[src/rtl/sisc_pkg.sv]
// Shared definitions for the instruction-memory loader.
// Contents:
//   state_t          - loader FSM state encoding (3 bits)
//   LOADER_HDR_BYTES - bytes of word-count header preceding the image
//   WORD_BYTES       - bytes per instruction word (big-endian)
package sisc_pkg;

  typedef enum logic [2:0] {
    IDLE   = 3'd0,
    LEN_HI = 3'd1,
    LEN_LO = 3'd2,
    DATA   = 3'd3,
    WRITE  = 3'd4,
    CHECK  = 3'd5,
    DONE   = 3'd6,
    ERR    = 3'd7
  } state_t;

  localparam int unsigned LOADER_HDR_BYTES = 2;
  localparam int unsigned WORD_BYTES       = 4;

endpackage

[src/rtl/im_loader_asm.sv]
// Byte-to-word assembler for the program loader.
// Shifts bytes in MSB-first and counts them; word_ready strobes (combinationally)
// in the cycle the last byte of a word is being shifted in.
// Ports:
//   clk, rst    - clock, asynchronous active-high reset
//   clear       - zero the byte counter
//   shift_en    - shift in_data into the word this cycle
//   in_data     - byte to shift
//   word        - assembled word (most recent byte in [7:0])
//   word_ready  - shift_en on the final byte of a word
module im_loader_asm
  import sisc_pkg::*;
(
  input  logic        clk,
  input  logic        rst,
  input  logic        clear,
  input  logic        shift_en,
  input  logic [7:0]  in_data,
  output logic [31:0] word,
  output logic        word_ready
);

  logic [1:0] byte_cnt;

  always_ff @(posedge clk or posedge rst) begin
    if (rst) begin
      word     <= '0;
      byte_cnt <= '0;
    end else if (clear) begin
      byte_cnt <= '0;
    end else if (shift_en) begin
      word     <= {word[23:0], in_data};
      byte_cnt <= byte_cnt + 2'd1;
    end
  end

  assign word_ready = shift_en && (byte_cnt == 2'(WORD_BYTES - 1));

endmodule

[src/rtl/im_loader.sv]
// Program loader: receives a byte stream (16-bit big-endian word count, then
// count x 4 data bytes MSB first), writes the words to instruction memory from
// address 0 and holds the processor in reset until a complete image is loaded.
// Optional: define IM_LOADER_CHECKSUM_EN to require a trailing XOR checksum
// byte (XOR of all count and data bytes) before the image is accepted.
// Ports:
//   clk, rst_f              - clock, asynchronous active-high reset
//   start                   - pulse to begin a load (ignored while busy)
//   in_data/in_valid/in_ready - byte stream handshake
//   im_addr/im_wdata/im_we  - instruction memory write port
//   cpu_hold                - 1 keeps the processor in reset
//   busy/done/error         - load status
//   words_loaded            - words written in the current load
module im_loader
  import sisc_pkg::*;
#(
  parameter int unsigned ADDR_W    = 16,
  parameter int unsigned MAX_WORDS = 1024
) (
  input  logic              clk,
  input  logic              rst_f,
  input  logic              start,
  input  logic [7:0]        in_data,
  input  logic              in_valid,
  output logic              in_ready,
  output logic [ADDR_W-1:0] im_addr,
  output logic [31:0]       im_wdata,
  output logic              im_we,
  output logic              cpu_hold,
  output logic              busy,
  output logic              done,
  output logic              error,
  output logic [ADDR_W-1:0] words_loaded
);

  state_t state, state_next;
  logic        xfer;
  logic [15:0] count_q;
  logic [15:0] len_full;
  logic        last_word;
  logic        clear_asm;
  logic [31:0] asm_word;
  logic        word_ready;
`ifdef IM_LOADER_CHECKSUM_EN
  logic [7:0]  csum;
  localparam state_t FIN_STATE = CHECK;
`else
  localparam state_t FIN_STATE = DONE;
`endif

  assign xfer      = in_valid && in_ready;
  assign len_full  = {count_q[15:8], in_data};
  assign last_word = (32'(words_loaded) + 32'd1) == 32'(count_q);
  assign clear_asm = (state == LEN_LO) && xfer;

  im_loader_asm u_asm (
    .clk        (clk),
    .rst        (rst_f),
    .clear      (clear_asm),
    .shift_en   ((state == DATA) && xfer),
    .in_data    (in_data),
    .word       (asm_word),
    .word_ready (word_ready)
  );

  always_ff @(posedge clk or posedge rst_f) begin
    if (rst_f) state <= IDLE;
    else       state <= state_next;
  end

  always_comb begin
    state_next = state;
    case (state)
      IDLE:   if (start) state_next = LEN_HI;
      LEN_HI: if (xfer) state_next = LEN_LO;
      LEN_LO: if (xfer) begin
        if (32'(len_full) > MAX_WORDS) state_next = ERR;
        else if (len_full == 16'd0)    state_next = FIN_STATE;
        else                           state_next = DATA;
      end
      DATA:   if (word_ready) state_next = WRITE;
      WRITE:  state_next = last_word ? FIN_STATE : DATA;
`ifdef IM_LOADER_CHECKSUM_EN
      CHECK:  if (xfer) state_next = (in_data == csum) ? DONE : ERR;
`endif
      DONE, ERR: if (start) state_next = LEN_HI;
      default: state_next = IDLE;
    endcase
  end

  always_comb begin
    in_ready = 1'b0;
    im_we    = 1'b0;
    busy     = 1'b0;
    done     = 1'b0;
    error    = 1'b0;
    cpu_hold = 1'b1;
    case (state)
      LEN_HI, LEN_LO, DATA, CHECK: begin
        in_ready = 1'b1;
        busy     = 1'b1;
      end
      WRITE: begin
        im_we = 1'b1;
        busy  = 1'b1;
      end
      DONE: begin
        done     = 1'b1;
        cpu_hold = 1'b0;
      end
      ERR:     error = 1'b1;
      default: ;
    endcase
  end

  assign im_addr  = words_loaded;
  assign im_wdata = asm_word;

  // Header capture, write address counter and running checksum.
  always_ff @(posedge clk or posedge rst_f) begin
    if (rst_f) begin
      count_q      <= '0;
      words_loaded <= '0;
`ifdef IM_LOADER_CHECKSUM_EN
      csum         <= '0;
`endif
    end else begin
      case (state)
        LEN_HI: if (xfer) count_q[15:8] <= in_data;
        LEN_LO: if (xfer) begin
          count_q[7:0] <= in_data;
          words_loaded <= '0;
        end
        WRITE:  words_loaded <= words_loaded + ADDR_W'(1);
        default: ;
      endcase
`ifdef IM_LOADER_CHECKSUM_EN
      if (start && (state == IDLE || state == DONE || state == ERR))
        csum <= '0;
      else if (xfer && (state == LEN_HI || state == LEN_LO || state == DATA))
        csum <= csum ^ in_data;
`endif
    end
  end

endmodule

[config.mk]
export PLATFORM = sky130hd
export DESIGN_NAME = im_loader
export DESIGN_NICKNAME = d
export VERILOG_FILES = /design/src/rtl/sisc_pkg.sv /design/src/rtl/im_loader_asm.sv /design/src/rtl/im_loader.sv
export SDC_FILE = /design/constraint.sdc
export NUM_CORES = 1
export LEC_CHECK = 0
export BUFFER_PORTS_ARGS = -buffer_cell sky130_fd_sc_hd__buf_2
export CAP_MARGIN = 20
export CORE_ASPECT_RATIO = 1.5
export CORE_MARGIN = 1
export CORE_UTILIZATION = 50
export CTS_CLUSTER_SIZE = 28
export DETAILED_ROUTE_END_ITERATION = 12
export GPL_TIMING_DRIVEN = 0
export PLACE_DENSITY = 0.75
export SYNTH_ARGS = -nofsm -noshare
export SYNTH_HDL_FRONTEND = slang
export SYNTH_SLANG_ARGS = --single-unit
[constraint.sdc]
create_clock -name clk -period 2.5 [get_ports clk]
set_clock_uncertainty 0.1 [all_clocks]
set_input_delay 0.375 -clock clk [delete_from_list [all_inputs] [get_ports clk]]
set_output_delay 0.375 -clock clk [all_outputs]
set_load 0.005 [all_outputs]
==> summary.txt <==
Drt
  – Detail-routed via count per cell: 5.53
  – Drt drc: 0
  – DR WL/cell: 15.1 µm
  – DR iter-0 viols: 198
  – Via count: 2901
  – Final ANT Viol Nets: 0
  – WL final: 7950 µm
  – DRT Pass-1 Iters: 4

Global route
  – Largest net degree at the start of global routing: 70
  – Vias in the first global route: 2773
  – Initial antenna violation count: 0
  – Gr ovfl total: 0
  – First-pass GRT wire length: 13300 µm
  – GRT Overall Usage: 22.7%

Clock network
  – CTS Sinks: 69
  – Count of hold-fix buffers inserted at cts: 0
  – Root buf cell: clkbuf_8
  – Number of buffers created by CTS: 9
  – Clock Path Buffers: 2
  – Clock latency on the worst-skew pair: 0.34 ns
  – CTS H-tree lvls: 3
  – Clock Pin Slew Worst Setup and Hold Paths: 0.08 ns
  – CTS tree: built

Power
  – VDD IR-drop max: 0.000791 V
  – Sequential power share: 39.6%
  – Internal power: 3300 µW
  – Sw power: 1810 µW
  – Clk pwr share: 17.7%
  – Comb power frac: 42.6%
  – LEAKAGE: 0.00207 µW
  – Total power: 5110 µW
  – Pwr dens: 1150 nW/µm²
  – Sw Ratio: 35.5%

Timing
  – Setup Viol. Count Final: 0
  – Max-slew headroom: 46.3%
  – Slew @ Worst Pin: 0.806 ns
  – Minimum clock period: 2.39 ns
  – Pins Over Slew Limit: 0
  – Final TNS setup: 0 ns
  – Final Hold Fails: 0
  – Worst setup margin: 0.111 ns
  – Fin crit share: 95.5%
  – Fmax: 0.419 GHz
  – Unrepaired setup endpoints after global routing: true

Placed design
  – Pre-CTS WS: -0.232 ns
  – Final HPWL DP: 5750 µm
  – Final GP Congestion: 0.876
  – Port Buffers: 81

Setup path
  – Critical path fanouts, max: 8
  – Most used cell, CP: nor4_4
  – Slowest cell on the critical path: a2111o_1
  – Crit path required time: 2.61 ns
  – Worst setup path category: reg2reg
  – Critical path cell sequence: ha_2, nand2_2, nor4_4, xnor2_1, a2111o_1, nor4_4, o22ai_1
  – Critical path endpoint category: register
  – Worst setup SP type: register
  – CP peak stage delay: 0.44 ns
  – Arrival @ worst endpoint: 2.50 ns

Run status
  – Status: complete, no violations

Floorplan
  – Die height: 107 µm
  – Die footprint: 7660 µm²
  – Core area: 6940 µm²
  – Initial Utilization: 52.6%
  – I/O pin total: 82
  – Row cnt: 37
  – Die span in x: 71.8 µm

Yosys
  – Top cell type's share of synthesized area: 47.2%
  – Yosys cell types: 47
  – Post-Syn Area: 3650 µm²
  – Yosys reg bits: 69
  – Ys async rst share: 100%
  – Synth Flop Type: dfrtp_1
  – Synth area leaders: dfrtp_1 47%, mux2_2 15%, xnor2_1 3.6%, o21ai_0 3.6%, buf_4 3.5%
  – Mapped Nets: 360
  – Sequential cell area fraction in the yosys report: 47.2%
  – Syn avg cell area: 10.6 µm²
  – Post-synth EDFFs: 0
  – Yosys Warn Count: 0
  – Cell taking the most area after synthesis: dfrtp_1
  – Post-synthesis instance total: 346

Job
  – Max Cap Viol: 0

Finish
  – Leading cell type in the layout, fill and taps excluded: buf_2
  – Most frequent cells in the layout: 88 x buf_2, 67 x dfrtp_1, 49 x mux2_2, 26 x nand2_1, 26 x o21ai_0
  – Area grow syn2layout: 21.3%
  – Fin nets: 457
  – Layout cells sized above 1: 42.5%
  – Util after Layout: 63.8%
  – # diodes: 0

Worst hold path
  – Hold Path Class: in2async
layout make-up:
| type | count | area (µm²) |
|---|---|---|
| buffer | 35 | 204 |
| clock buffer | 10 | 138 |
| clock inverter | 5 | 60.1 |
| fill | 581 | 2510 |
| inverter | 7 | 32.5 |
| multi-input combinational | 235 | 1730 |
| sequential | 69 | 1730 |
| tap | 78 | 97.6 |
| timing repair buffer | 86 | 443 |
routing by layer:
layer / up-vias / wire [µm] / part of all wire [%] / track usage (%)
li1: 1404 / - / - / -
met1: 1401 / 3220 / 40 / 26.8
met2: 82 / 4250 / 53 / 39.6
met3: 14 / 298 / 3.7 / 4.23
met4: 0 / 184 / 2.3 / 10.1
met5: - / 0 / 0 / 0
Yosys cell counts (3+ instances only):
cell,number
dfrtp_1,69
mux2_2,49
nand2_1,27
o21ai_0,26
nor2_1,22
buf_4,17
xnor2_1,15
nand3_1,11
clkbuf_1,9
nor3_1,9
a21oi_1,8
xor2_1,8
buf_2,7
nor4_1,7
inv_1,6
a211oi_1,4
nand4_1,4
o31ai_1,4
nor2b_1,3
or3_1,3
metrics by stage:
stage	instance area, µm²	instances	hold slack, ns
3_3_place_gp	4160	505	0.369
5_1_grt	4430	525	0.184
6_report	4430	525	0.0987
4_1_cts	4370	520	0.116
3_5_place_dp	4160	505	0.387
2_1_floorplan	3650	346	0.354
power groups by stage:
stage / clock [µW] / combinational (µW) / sequential [µW]
CTS: 931 / 2160 / 2030
floorplan: 0 / 1440 / 1990
global placement: 0 / 2080 / 2010
global route: 978 / 2400 / 2100
finish: 906 / 2180 / 2020
detailed placement: 0 / 2140 / 2040
critical path, delay by kind of cell, from the launching register on:
family	cells	cell delay, ns
adder cells (fa/ha/maj)	1	0.28
flip-flops	1	0.43
XOR/XNOR	1	0.14
AND/OR/NAND/NOR	3	0.75
AO/OA/AOI/OAI	2	0.55
cells by family (layout without fill, tap and decap cells):
| group | after synthesis | count (layout) | share of synthesized area, % |
|---|---|---|---|
| DFF | 69 | 69 | 47.2 |
| and+or+nand+nor | 104 | 104 | 15.4 |
| AOI/OAI and AO/OA | 55 | 55 | 9.18 |
| adders and majority gates | 2 | 2 | 0.685 |
| xor gates and xnor gates | 23 | 23 | 5.51 |
| buffers and inverters | 42 | 143 | 6.30 |
| muxes | 51 | 51 | 15.6 |
registers in the layout (all words and copies together), names as in the netlist:
name and cells:
state 3, count_q 16, im_addr 16, u_asm.byte_cnt 2
u_asm.word 32
timing repair:
item | CTS | global route
setup endpoints to repair | 2 | 3
resized for setup | 4 | 5
buffers inserted | 0 | 4
final timing paths:
kind	slack (ns)	cells past startpoint	end	start
worst max-delay path	0.11	7	state[0]	im_addr[1]
worst min-delay path	0.1	2	im_addr[0]	rst_f
worst max register to register	0.11	7	state[0]	im_addr[1]
worst min register to register	0.40	1	u_asm.word[26]	u_asm.word[26]
max in group asynchronous	1.65	2	im_addr[1]	rst_f
min in group clk	0.24	2	u_asm.word[3]	in_data[3]
No activity file was read; power rests on OpenSTA's default activity.
